### src/rtl/msix_irq_sender.sv
// msix_irq_sender
//   Turns resolved MSI-X table entries ({msg, addr}) from the tx and rx irq
//   response channels into single-dword posted DMA writes. Round-robin
//   arbitration between tx and rx, function-mask gating, malformed-entry
//   discard and delivery/error statistics.
//
// Ports
//   clk, rst                        clock, synchronous active-high reset
//   func_mask                       1 = accept no new entries (held upstream)
//   tx_irq_rsp_{msg,addr,valid}     tx entry in;  tx_irq_rsp_ready = accepted
//   rx_irq_rsp_{msg,addr,valid}     rx entry in;  rx_irq_rsp_ready = accepted
//   dma_wr_req_{valid,addr,data,len} DMA write request out, dma_wr_req_ready in
//   tx_irq_sent_cnt, rx_irq_sent_cnt interrupts handed to the DMA engine
//   irq_err_cnt                     entries dropped as malformed
module msix_irq_sender #(
    parameter int DMA_ADDR_WIDTH = 64,
    parameter int IRQ_MSG        = 32,
    parameter int CNT_WIDTH      = 32
) (
    input  logic                      clk,
    input  logic                      rst,
    input  logic                      func_mask,
    input  logic [IRQ_MSG-1:0]        tx_irq_rsp_msg,
    input  logic [DMA_ADDR_WIDTH-1:0] tx_irq_rsp_addr,
    input  logic                      tx_irq_rsp_valid,
    output logic                      tx_irq_rsp_ready,
    input  logic [IRQ_MSG-1:0]        rx_irq_rsp_msg,
    input  logic [DMA_ADDR_WIDTH-1:0] rx_irq_rsp_addr,
    input  logic                      rx_irq_rsp_valid,
    output logic                      rx_irq_rsp_ready,
    output logic                      dma_wr_req_valid,
    input  logic                      dma_wr_req_ready,
    output logic [DMA_ADDR_WIDTH-1:0] dma_wr_req_addr,
    output logic [IRQ_MSG-1:0]        dma_wr_req_data,
    output logic [12:0]               dma_wr_req_len,
    output logic [CNT_WIDTH-1:0]      tx_irq_sent_cnt,
    output logic [CNT_WIDTH-1:0]      rx_irq_sent_cnt,
    output logic [CNT_WIDTH-1:0]      irq_err_cnt
);

    typedef enum logic {IDLE, ISSUE} state_t;

    localparam logic                 SRC_TX  = 1'b0;
    localparam logic                 SRC_RX  = 1'b1;
    localparam logic [CNT_WIDTH-1:0] CNT_ONE = {{(CNT_WIDTH-1){1'b0}}, 1'b1};

    typedef struct packed {
        logic [DMA_ADDR_WIDTH-1:0] addr;
        logic [IRQ_MSG-1:0]        msg;
        logic                      src;
    } entry_t;

    state_t state, state_nxt;
    entry_t lat_q, sel;
    logic   last_grant;
    logic   gnt_tx, gnt_rx, accept, malformed, deliver;
    logic [CNT_WIDTH-1:0] tx_cnt_q, rx_cnt_q, err_cnt_q;

    // Grant: a lone valid wins; on a tie the source not served last wins.
    // Suppressed during reset so no upstream entry is consumed and lost.
    always_comb begin
        gnt_tx = 1'b0;
        gnt_rx = 1'b0;
        if (!rst && state == IDLE && !func_mask) begin
            if (tx_irq_rsp_valid && (!rx_irq_rsp_valid || last_grant == SRC_RX))
                gnt_tx = 1'b1;
            else if (rx_irq_rsp_valid)
                gnt_rx = 1'b1;
        end
    end

    always_comb begin
        sel.src  = gnt_rx ? SRC_RX : SRC_TX;
        sel.addr = gnt_rx ? rx_irq_rsp_addr : tx_irq_rsp_addr;
        sel.msg  = gnt_rx ? rx_irq_rsp_msg  : tx_irq_rsp_msg;
    end

    assign accept    = gnt_tx | gnt_rx;
    // Null or non-dword-aligned targets cannot be a valid MSI-X write.
    assign malformed = (sel.addr == '0) || (sel.addr[1:0] != 2'b00);
    assign deliver   = (state == ISSUE) && dma_wr_req_ready;

    // FSM: state register
    always_ff @(posedge clk) begin
        if (rst) state <= IDLE;
        else     state <= state_nxt;
    end

    // FSM: next state
    always_comb begin
        state_nxt = state;
        case (state)
            IDLE:    if (accept && !malformed) state_nxt = ISSUE;
            ISSUE:   if (dma_wr_req_ready)     state_nxt = IDLE;
            default: state_nxt = IDLE;
        endcase
    end

    // FSM: outputs
    always_comb begin
        tx_irq_rsp_ready = gnt_tx;
        rx_irq_rsp_ready = gnt_rx;
        dma_wr_req_valid = (state == ISSUE);
        dma_wr_req_addr  = lat_q.addr;
        dma_wr_req_data  = lat_q.msg;
        dma_wr_req_len   = 13'd4;
    end

    // Entry latch and arbitration history; malformed entries also move
    // last_grant so a stuck bad source cannot starve the other one.
    always_ff @(posedge clk) begin
        if (rst) begin
            lat_q      <= '0;
            last_grant <= SRC_RX;
        end else if (accept) begin
            lat_q      <= sel;
            last_grant <= sel.src;
        end
    end

    // Statistics, free-running wrap
    always_ff @(posedge clk) begin
        if (rst) begin
            tx_cnt_q  <= '0;
            rx_cnt_q  <= '0;
            err_cnt_q <= '0;
        end else begin
            if (accept && malformed)
                err_cnt_q <= err_cnt_q + CNT_ONE;
            if (deliver && lat_q.src == SRC_TX)
                tx_cnt_q <= tx_cnt_q + CNT_ONE;
            if (deliver && lat_q.src == SRC_RX)
                rx_cnt_q <= rx_cnt_q + CNT_ONE;
        end
    end

    assign tx_irq_sent_cnt = tx_cnt_q;
    assign rx_irq_sent_cnt = rx_cnt_q;
    assign irq_err_cnt     = err_cnt_q;

endmodule
### config.mk
export PLATFORM = sky130hd
export DESIGN_NAME = msix_irq_sender
export DESIGN_NICKNAME = d
export VERILOG_FILES = /design/src/rtl/msix_irq_sender.sv
export SDC_FILE = /design/constraint.sdc
export NUM_CORES = 1
export LEC_CHECK = 0
export ABC_AREA = 1
export ABC_CLOCK_PERIOD_IN_PS = 5900
export BUFFER_PORTS_ARGS = -buffer_cell sky130_fd_sc_hd__buf_2
export CELL_PAD_IN_SITES_DETAIL_PLACEMENT = 0
export CELL_PAD_IN_SITES_GLOBAL_PLACEMENT = 2
export CORE_ASPECT_RATIO = 0.7
export CORE_MARGIN = 1.5
export CORE_UTILIZATION = 28
export CTS_BUF_LIST = sky130_fd_sc_hd__clkbuf_4 sky130_fd_sc_hd__clkbuf_8
export DETAILED_ROUTE_END_ITERATION = 10
export PLACE_DENSITY = 0.89
export RECOVER_POWER = 25
export SLEW_MARGIN = 20
export SYNTH_ARGS = -nofsm -noshare
export SYNTH_HDL_FRONTEND = slang
export SYNTH_SLANG_ARGS = --single-unit
### constraint.sdc
create_clock -name clk -period 5.9 [get_ports clk]
set_input_delay 0.295 -clock clk [delete_from_list [all_inputs] [get_ports clk]]
set_output_delay 0.295 -clock clk [all_outputs]
set_load 0.01 [all_outputs]
==> metrics.md, run 1 <==
| Metric | Value |
|---|---|
| Status | `finished clean` |
| Post-place instance area | `0.0117 mm^2` |
| Initial Utilization | `0.288` |
| Average wire per standard cell | `15.9 um` |
| Worst Hold Slack | `0.0671 ns` |
| CTS sink cnt | `195` |
| Slew at the pin with the worst max-slew slack | `0.914 ns` |
| Max cap viols | `0` |
| # setup viols final | `0` |
| Final net count | `1953` |
| Async S/R FF share, synth | `0` |
| Main combinational cell family by area after synthesis | `simple AND/OR/NAND/NOR gates` |
| Mux share of post-synthesis cell area | `0` |
| Distinct cell type count after synthesis | `36` |
| IO buf count | `392` |
| Vias | `10600` |
| Row count | `57` |
| Max FO, Critical Path | `64` |
| Filler cell count | `3936` |
| Synth Flop Type | `dfxtp_1` |
| Root buf cell | `clkbuf_8` |
| Post-synthesis sequential area ratio | `0.387` |
| Fin Clk Skew | `0.0124 ns` |
| Pre-CTS setup slack | `1.56 ns` |
| DRT Wirelength | `35.7 mm` |
| HP Class | `primary input to register` |
| Clk_lat worst skew | `0.50 ns` |
| RSZ-0062 raised after global routing | `no` |
| PD cells | `218 mW/mm^2` |
| Post-CTS resize count | `0` |
| Overflow after GRT | `0` |
| Area of the multi-input gates | `0.00474 mm^2` |
| Relative slew slack | `0.391` |
| Vias per inst | `4.73` |
| Global-route wire length before repair | `54.9 mm` |
| GR Util All Layers | `0.188` |
| Commonest non-fill, non-tap cell in the layout | `nand2_1` |
| Most frequent cells in the layout | `357 x nand2_1, 298 x buf_2, 195 x dfxtp_1` |
| Max clock buf depth | `2` |
| # IOs | `406` |
| Final WS setup | `2.49 ns` |
| Worst reg2reg path depth | `16` |
| Setup TNS | `0 ns` |
| Syn avg cell area | `6.81 um^2` |
| Violation count after the first detailed-route iteration | `826` |
| Register bit total from synthesis | `195` |
| Die width | `230 um` |
| Pleak | `0.00533 uW` |
| Reg area | `0.00390 mm^2` |
| Area delta synth->final | `20.2%` |
| Clk slew on worst S/H paths | `0.12 ns` |
| Peak supply drop | `0.000117 V` |
| DRC violations left | `0` |
| Syn Inst Count | `1483` |
| Die area | `0.0372 mm^2` |
| Adder-Cell Fraction of Synth Area | `0.00372` |
| Drt pass-1 iters | `5` |
| Critical Path AT | `3.81 ns` |
| Synth Area in Simple Gates | `0.281` |
| Die H | `162 um` |
| Placed cells | `2185` |
| Setup crit end kind | `register` |
| Critical path type | `register to register` |
| FMAX | `0.293 GHz` |
| CTS tree | `yes` |
| Largest net degree at the start of global routing | `89` |
| Compound-cell area share of the yosys netlist | `0.168` |
| Fin crit period | `3.41 ns` |
| XOR/XNOR Fraction of Synth Area | `0.0104` |
| Post-Synthesis Cell Area | `0.0101 mm^2` |
| Critical Path Source Type | `register` |
| Hold depth | `3` |
| Post-layout instance area | `0.0121 mm^2` |
| WP data required | `6.30 ns` |
| Final Slew Violations | `0` |
| Share of cells above drive strength 1 | `0.199` |
| Initial antenna violation count | `6` |
| CTS buffer count | `17` |
| Hpwl dp | `26.5 mm` |
| Ys Warns | `0` |
| Period utilization | `0.578` |
| Number of global-route vias before repair | `9633` |
| CTS H-Tree Depth | `4` |
| DRT antenna net count | `0` |
| Final hold vios | `0` |
| GPL Wtd Cong | `0.880` |
| Core box area | `0.0351 mm^2` |
| Post-synth EDFFs | `0` |
| Fin cells | `2243` |
routing by layer:
layer	share of wire	vias up	global-route usage
li1	-	5346	-
met1	0.47	4910	0.253
met2	0.45	323	0.292
met3	0.063	28	0.0530
met4	0.019	0	0.0570
met5	0	-	0
logic make-up (layout without fill, tap and decap cells):
logic type | count (synthesis) | after routing
adders and majority gates | 3 | 3
and+or+nand+nor | 682 | 682
AOI/OAI and AO/OA | 307 | 307
DFF | 195 | 195
xor gates and xnor gates | 12 | 12
other | 2 | 19
buffers and inverters | 282 | 553
synthesized netlist by cell type (2+ instances only):
cell / count / share of area
a21oi_1: 73 / 0.036
a31oi_1: 97 / 0.060
buf_1: 9 / 0.0033
buf_2: 11 / 0.0055
buf_4: 113 / 0.084
clkbuf_1: 47 / 0.017
conb_1: 2 / 0.00074
dfxtp_1: 195 / 0.39
ha_1: 3 / 0.0037
inv_1: 99 / 0.037
inv_2: 2 / 0.00074
nand2_1: 357 / 0.13
nand2_2: 3 / 0.0019
nand3_1: 106 / 0.053
nand4_1: 13 / 0.0081
nor2_1: 157 / 0.058
nor2_2: 2 / 0.0012
nor3_1: 33 / 0.016
nor3b_1: 3 / 0.0022
nor4_1: 3 / 0.0019
o21a_1: 5 / 0.0037
o21ai_0: 125 / 0.062
o21ai_1: 2 / 0.00099
xor2_1: 11 / 0.0095
repair_timing:
item	4_1_cts	5_1_grt
endpoints found under the hold margin	14	0
setup buffers	0	0
hold buffers	20	0
sequential cells by signal (all words and copies together) (netlist names):
signal,count
irq_err_cnt,32
last_grant,1
dma_wr_req_addr,64
tx_irq_sent_cnt,32
dma_wr_req_valid,1
dma_wr_req_data,32
lat_q,1
rx_irq_sent_cnt,32
path summary, 6_finish.rpt:
path,from,slack (ns),to
hold / removal,tx_irq_rsp_msg[15],0.07,dma_wr_req_data[15]
hold reg to reg,tx_irq_sent_cnt[31],0.49,tx_irq_sent_cnt[31]
setup reg to reg,dma_wr_req_valid,2.49,irq_err_cnt[17]
setup / recovery,dma_wr_req_valid,2.49,irq_err_cnt[17]
worst max-delay path: stages, from the launching register on:
cell	delay (ns)
dfxtp_1	0.36
inv_1	0.07
nand2_2	0.11
nor2_8	0.04
nand2_4	0.48
buf_4	0.55
o21ai_1	0.20
nor2_1	0.12
nand2_1	0.10
nor2_1	0.09
nand2_1	0.05
nor2_1	0.15
nand2_1	0.13
nand2_4	0.47
nand3_1	0.15
nand2_1	0.09
nor2_1	0.04
where the power goes:
part	switching, uW	internal, uW
clock	549	310
combinational	246	145
sequential	28.2	1370
total	823	1830
area by class of cell:
cell class                 count  share of cell area
tap                          472              0.0487
timing repair buffer         420               0.175
antenna                        6             0.00124
clock buffer                  18              0.0199
inverter                     101              0.0315
multi-input combinational   1017               0.391
sequential                   195               0.322
clock inverter                14              0.0103
stage by stage:
step                power [uW]  utilization
floorplan                 1710            -
global placement          1810        0.331
detailed placement        1820        0.332
CTS                       2700        0.348
global route              2800        0.346
finish                    2650        0.346
No activity file was read; power rests on OpenSTA's default activity.
==> run 2, diff against run 1 <==
--- a/config.mk
+++ b/config.mk
@@ -6,16 +6,16 @@
 export NUM_CORES = 1
 export LEC_CHECK = 0
 export ABC_AREA = 1
-export ABC_CLOCK_PERIOD_IN_PS = 5900
+export ABC_CLOCK_PERIOD_IN_PS = 2700
 export BUFFER_PORTS_ARGS = -buffer_cell sky130_fd_sc_hd__buf_2
 export CELL_PAD_IN_SITES_DETAIL_PLACEMENT = 0
 export CELL_PAD_IN_SITES_GLOBAL_PLACEMENT = 2
 export CORE_ASPECT_RATIO = 0.7
 export CORE_MARGIN = 1.5
-export CORE_UTILIZATION = 28
+export CORE_UTILIZATION = 23
 export CTS_BUF_LIST = sky130_fd_sc_hd__clkbuf_4 sky130_fd_sc_hd__clkbuf_8
 export DETAILED_ROUTE_END_ITERATION = 10
-export PLACE_DENSITY = 0.89
+export PLACE_DENSITY = 0.78
 export RECOVER_POWER = 25
 export SLEW_MARGIN = 20
 export SYNTH_ARGS = -nofsm -noshare
==> constraint.sdc (replaced) <==
create_clock -name clk -period 2.7 [get_ports clk]
set_input_delay 0.135 -clock clk [delete_from_list [all_inputs] [get_ports clk]]
set_output_delay 0.135 -clock clk [all_outputs]
set_load 0.01 [all_outputs]
==> metrics.md, run 2 (synthesized netlist as in run 1, its figures left out) <==
| Metric | Value |
|---|---|
| Status | `finished clean` |
| DRT Wirelength | `41.2 mm (+15%)` |
| Combinational share of power | `0.188 (+0.040)` |
| Clk_lat worst skew | `0.52 ns (+0.02 ns)` |
| # IOs | `406 (unchanged)` |
| CP endpoint | `irq_err_cnt[23]` |
| Most frequent cells in the layout | `349 x nand2_1, 299 x buf_2, 194 x dfxtp_1` |
| Cell Int Power | `4430 uW (+140%)` |
| Pre-CTS setup slack | `-0.0943 ns (-1.66 ns)` |
| Vias | `11500 (+8.7%)` |
| GR Util All Layers | `0.172 (-0.0160)` |
| Pwr Total | `6360 uW (+140%)` |
| Share of cells above drive strength 1 | `0.219 (+0.0202)` |
| Period utilization | `0.937 (+0.359)` |
| Violation count after the first detailed-route iteration | `749 (-9.3%)` |
| Average wire per standard cell | `16.0 um (+0.16%)` |
| CP Launch Point | `dma_wr_req_valid` |
| # setup viols final | `0 (unchanged)` |
| Final hold vios | `0 (unchanged)` |
| Drt pass-1 iters | `5 (unchanged)` |
| Hold depth | `6 (+3)` |
| Vias per inst | `4.47 (-5.5%)` |
| Worst Hold Slack | `0.0849 ns (+0.0178 ns)` |
| Fin crit period | `2.53 ns (-0.880 ns)` |
| DRT antenna net count | `0 (unchanged)` |
| Final WS setup | `0.169 ns (-2.32 ns)` |
| Hpwl dp | `27.8 mm (+5.1%)` |
| Slew at the pin with the worst max-slew slack | `0.765 ns (-0.149 ns)` |
| CTS H-Tree Depth | `4 (unchanged)` |
| RR Startpoint | `dma_wr_req_valid` |
| Max FO, Critical Path | `12 (-81%)` |
| Flip-flop count of the largest register after layout | `64 (unchanged)` |
| Setup crit end kind | `register` |
| R2R Setup Slk | `0.17 ns (-2.32 ns)` |
| Die H | `178 um (+10%)` |
| CTS buffer count | `17 (unchanged)` |
| Clk slew on worst S/H paths | `0.11 ns (about the same)` |
| Clock share of power | `0.331 (+0.007)` |
| HP Class | `primary input to register` |
| Peak supply drop | `0.000297 V (+150%)` |
| Initial Utilization | `0.236 (-0.0518)` |
| Fin Clk Skew | `0.0128 ns (+0.000380 ns)` |
| Psw | `1930 uW (+130%)` |
| IO buf count | `392 (unchanged)` |
| Filler cell count | `4707 (+20%)` |
| Critical Path AT | `2.94 ns (-0.87 ns)` |
| Max cap viols | `0 (unchanged)` |
| Switching Share | `0.303 (-0.00727)` |
| Die width | `253 um (+10%)` |
| Worst reg2reg path depth | `19 (+3)` |
| CTS sink cnt | `195 (unchanged)` |
| PD cells | `430 mW/mm^2 (+97%)` |
| Max clock buf depth | `2 (unchanged)` |
| Row count | `63 (+11%)` |
| Core box area | `0.0428 mm^2 (+22%)` |
| Critical path type | `register to register` |
| Area delta synth->final | `46.7%` |
| Root buf cell | `clkbuf_8` |
| Final net count | `2179 (+12%)` |
| Sequential share of power | `0.481 (-0.047)` |
| FMAX | `0.395 GHz (+35%)` |
| Initial antenna violation count | `4 (-2)` |
| CTS tree | `yes` |
| DRC violations left | `0 (unchanged)` |
| WP data required | `3.11 ns (-3.19 ns)` |
| Pleak | `0.00644 uW (+21%)` |
| GPL Wtd Cong | `0.843 (-4.2%)` |
| Final Slew Violations | `0 (unchanged)` |
| Largest net degree at the start of global routing | `167 (+88%)` |
| Overflow after GRT | `0 (unchanged)` |
| Critical Path Source Type | `register` |
| Number of global-route vias before repair | `11200 (+16%)` |
| Commonest non-fill, non-tap cell in the layout | `nand2_1` |
| Worst R2R End | `irq_err_cnt[23]` |
| Relative slew slack | `0.490 (+0.0995)` |
| Die area | `0.0452 mm^2 (+21%)` |
| Global-route wire length before repair | `60.4 mm (+10%)` |
-- run 2: changes by cell type in the layout (fill, tap and decap cells not counted), sizes merged --
cell,before,now
clkinv,7,2
clkbuf,112,119
dlygate4sd3,20,191
clkinvlp,2,4
bufinv,0,2
inv,106,105
buf,306,355
diode,6,4
-- run 2: cell type report --
type | instances | area, um^2 | share of cell area
sequential | 195 | 3910 | 0.264
multi-input combinational | 1017 | 4870 | 0.329
inverter | 101 | 384 | 0.0260
tap | 585 | 732 | 0.0495
clock buffer | 19 | 255 | 0.0172
timing repair buffer | 646 | 4500 | 0.304
antenna | 4 | 10.0 | 0.000676
clock inverter | 12 | 150 | 0.0101
-- run 2: what timing repair did --
action,4_1_cts,5_1_grt
setup endpoints to repair,32,40
hold buffers,191,0
hold endpoints to repair,96,0
setup buffers,0,7
pin swaps,0,15
gates resized for setup,2,41
cloned,0,10
-- run 2: worst min-delay path by stage --
stage	slack (ns)	to	start
final	0.08	dma_wr_req_addr[32]	tx_irq_rsp_addr[32]
after detailed placement	0.41	dma_wr_req_data[16]	tx_irq_rsp_msg[16]
after floorplan	0.30	dma_wr_req_data[0]	rx_irq_rsp_msg[0]
after CTS	0.12	dma_wr_req_addr[32]	tx_irq_rsp_addr[32]
after global routing	0.09	dma_wr_req_addr[32]	tx_irq_rsp_addr[32]
after global placement	0.41	dma_wr_req_data[12]	rx_irq_rsp_msg[12]
-- run 2: layer usage --
layer,up-vias,wire length [um],track usage
li1,5789,-,-
met1,5367,18700,0.216
met2,319,19400,0.288
met3,55,2140,0.0393
met4,0,954,0.0614
met5,-,0,0
-- run 2: per-stage QoR --
step	cells	setup TNS (ns)	area (um^2)	utilization
after floorplan	1494	0	10100	-
after global placement	2336	-0.679	12200	0.284
after detailed placement	2336	-2.19	12200	0.284
after CTS	2558	0	14500	0.338
after global routing	2579	-0.142	14800	0.346
final	2579	0	14800	0.346
-- run 2: critical path, stage by stage, from the launching register on --
cell       delay, ns
dfxtp_2         0.33
inv_1           0.07
nand2_2         0.09
nor2_8          0.16
nand2_8         0.08
buf_12          0.14
clkbuf_16       0.18
nand2_1         0.10
nand2_1         0.06
nor2_1          0.09
nand2_1         0.08
nor2_2          0.15
nand2_2         0.11
nor2_4          0.12
nand2_2         0.11
nand2_8         0.17
clkbuf_16       0.18
nand3_1         0.06
nand2_1         0.07
nor2_1          0.05
-- run 2: power by group through the flow --
stage                     sequential (uW)  combinational [uW]  clock (uW)
after floorplan                      3100                 628           0
after global placement               3120                 908           0
after detailed placement             3120                 910           0
after CTS                            3050                1150        2230
after global routing                 3070                1310        2310
final                                3060                1190        2110
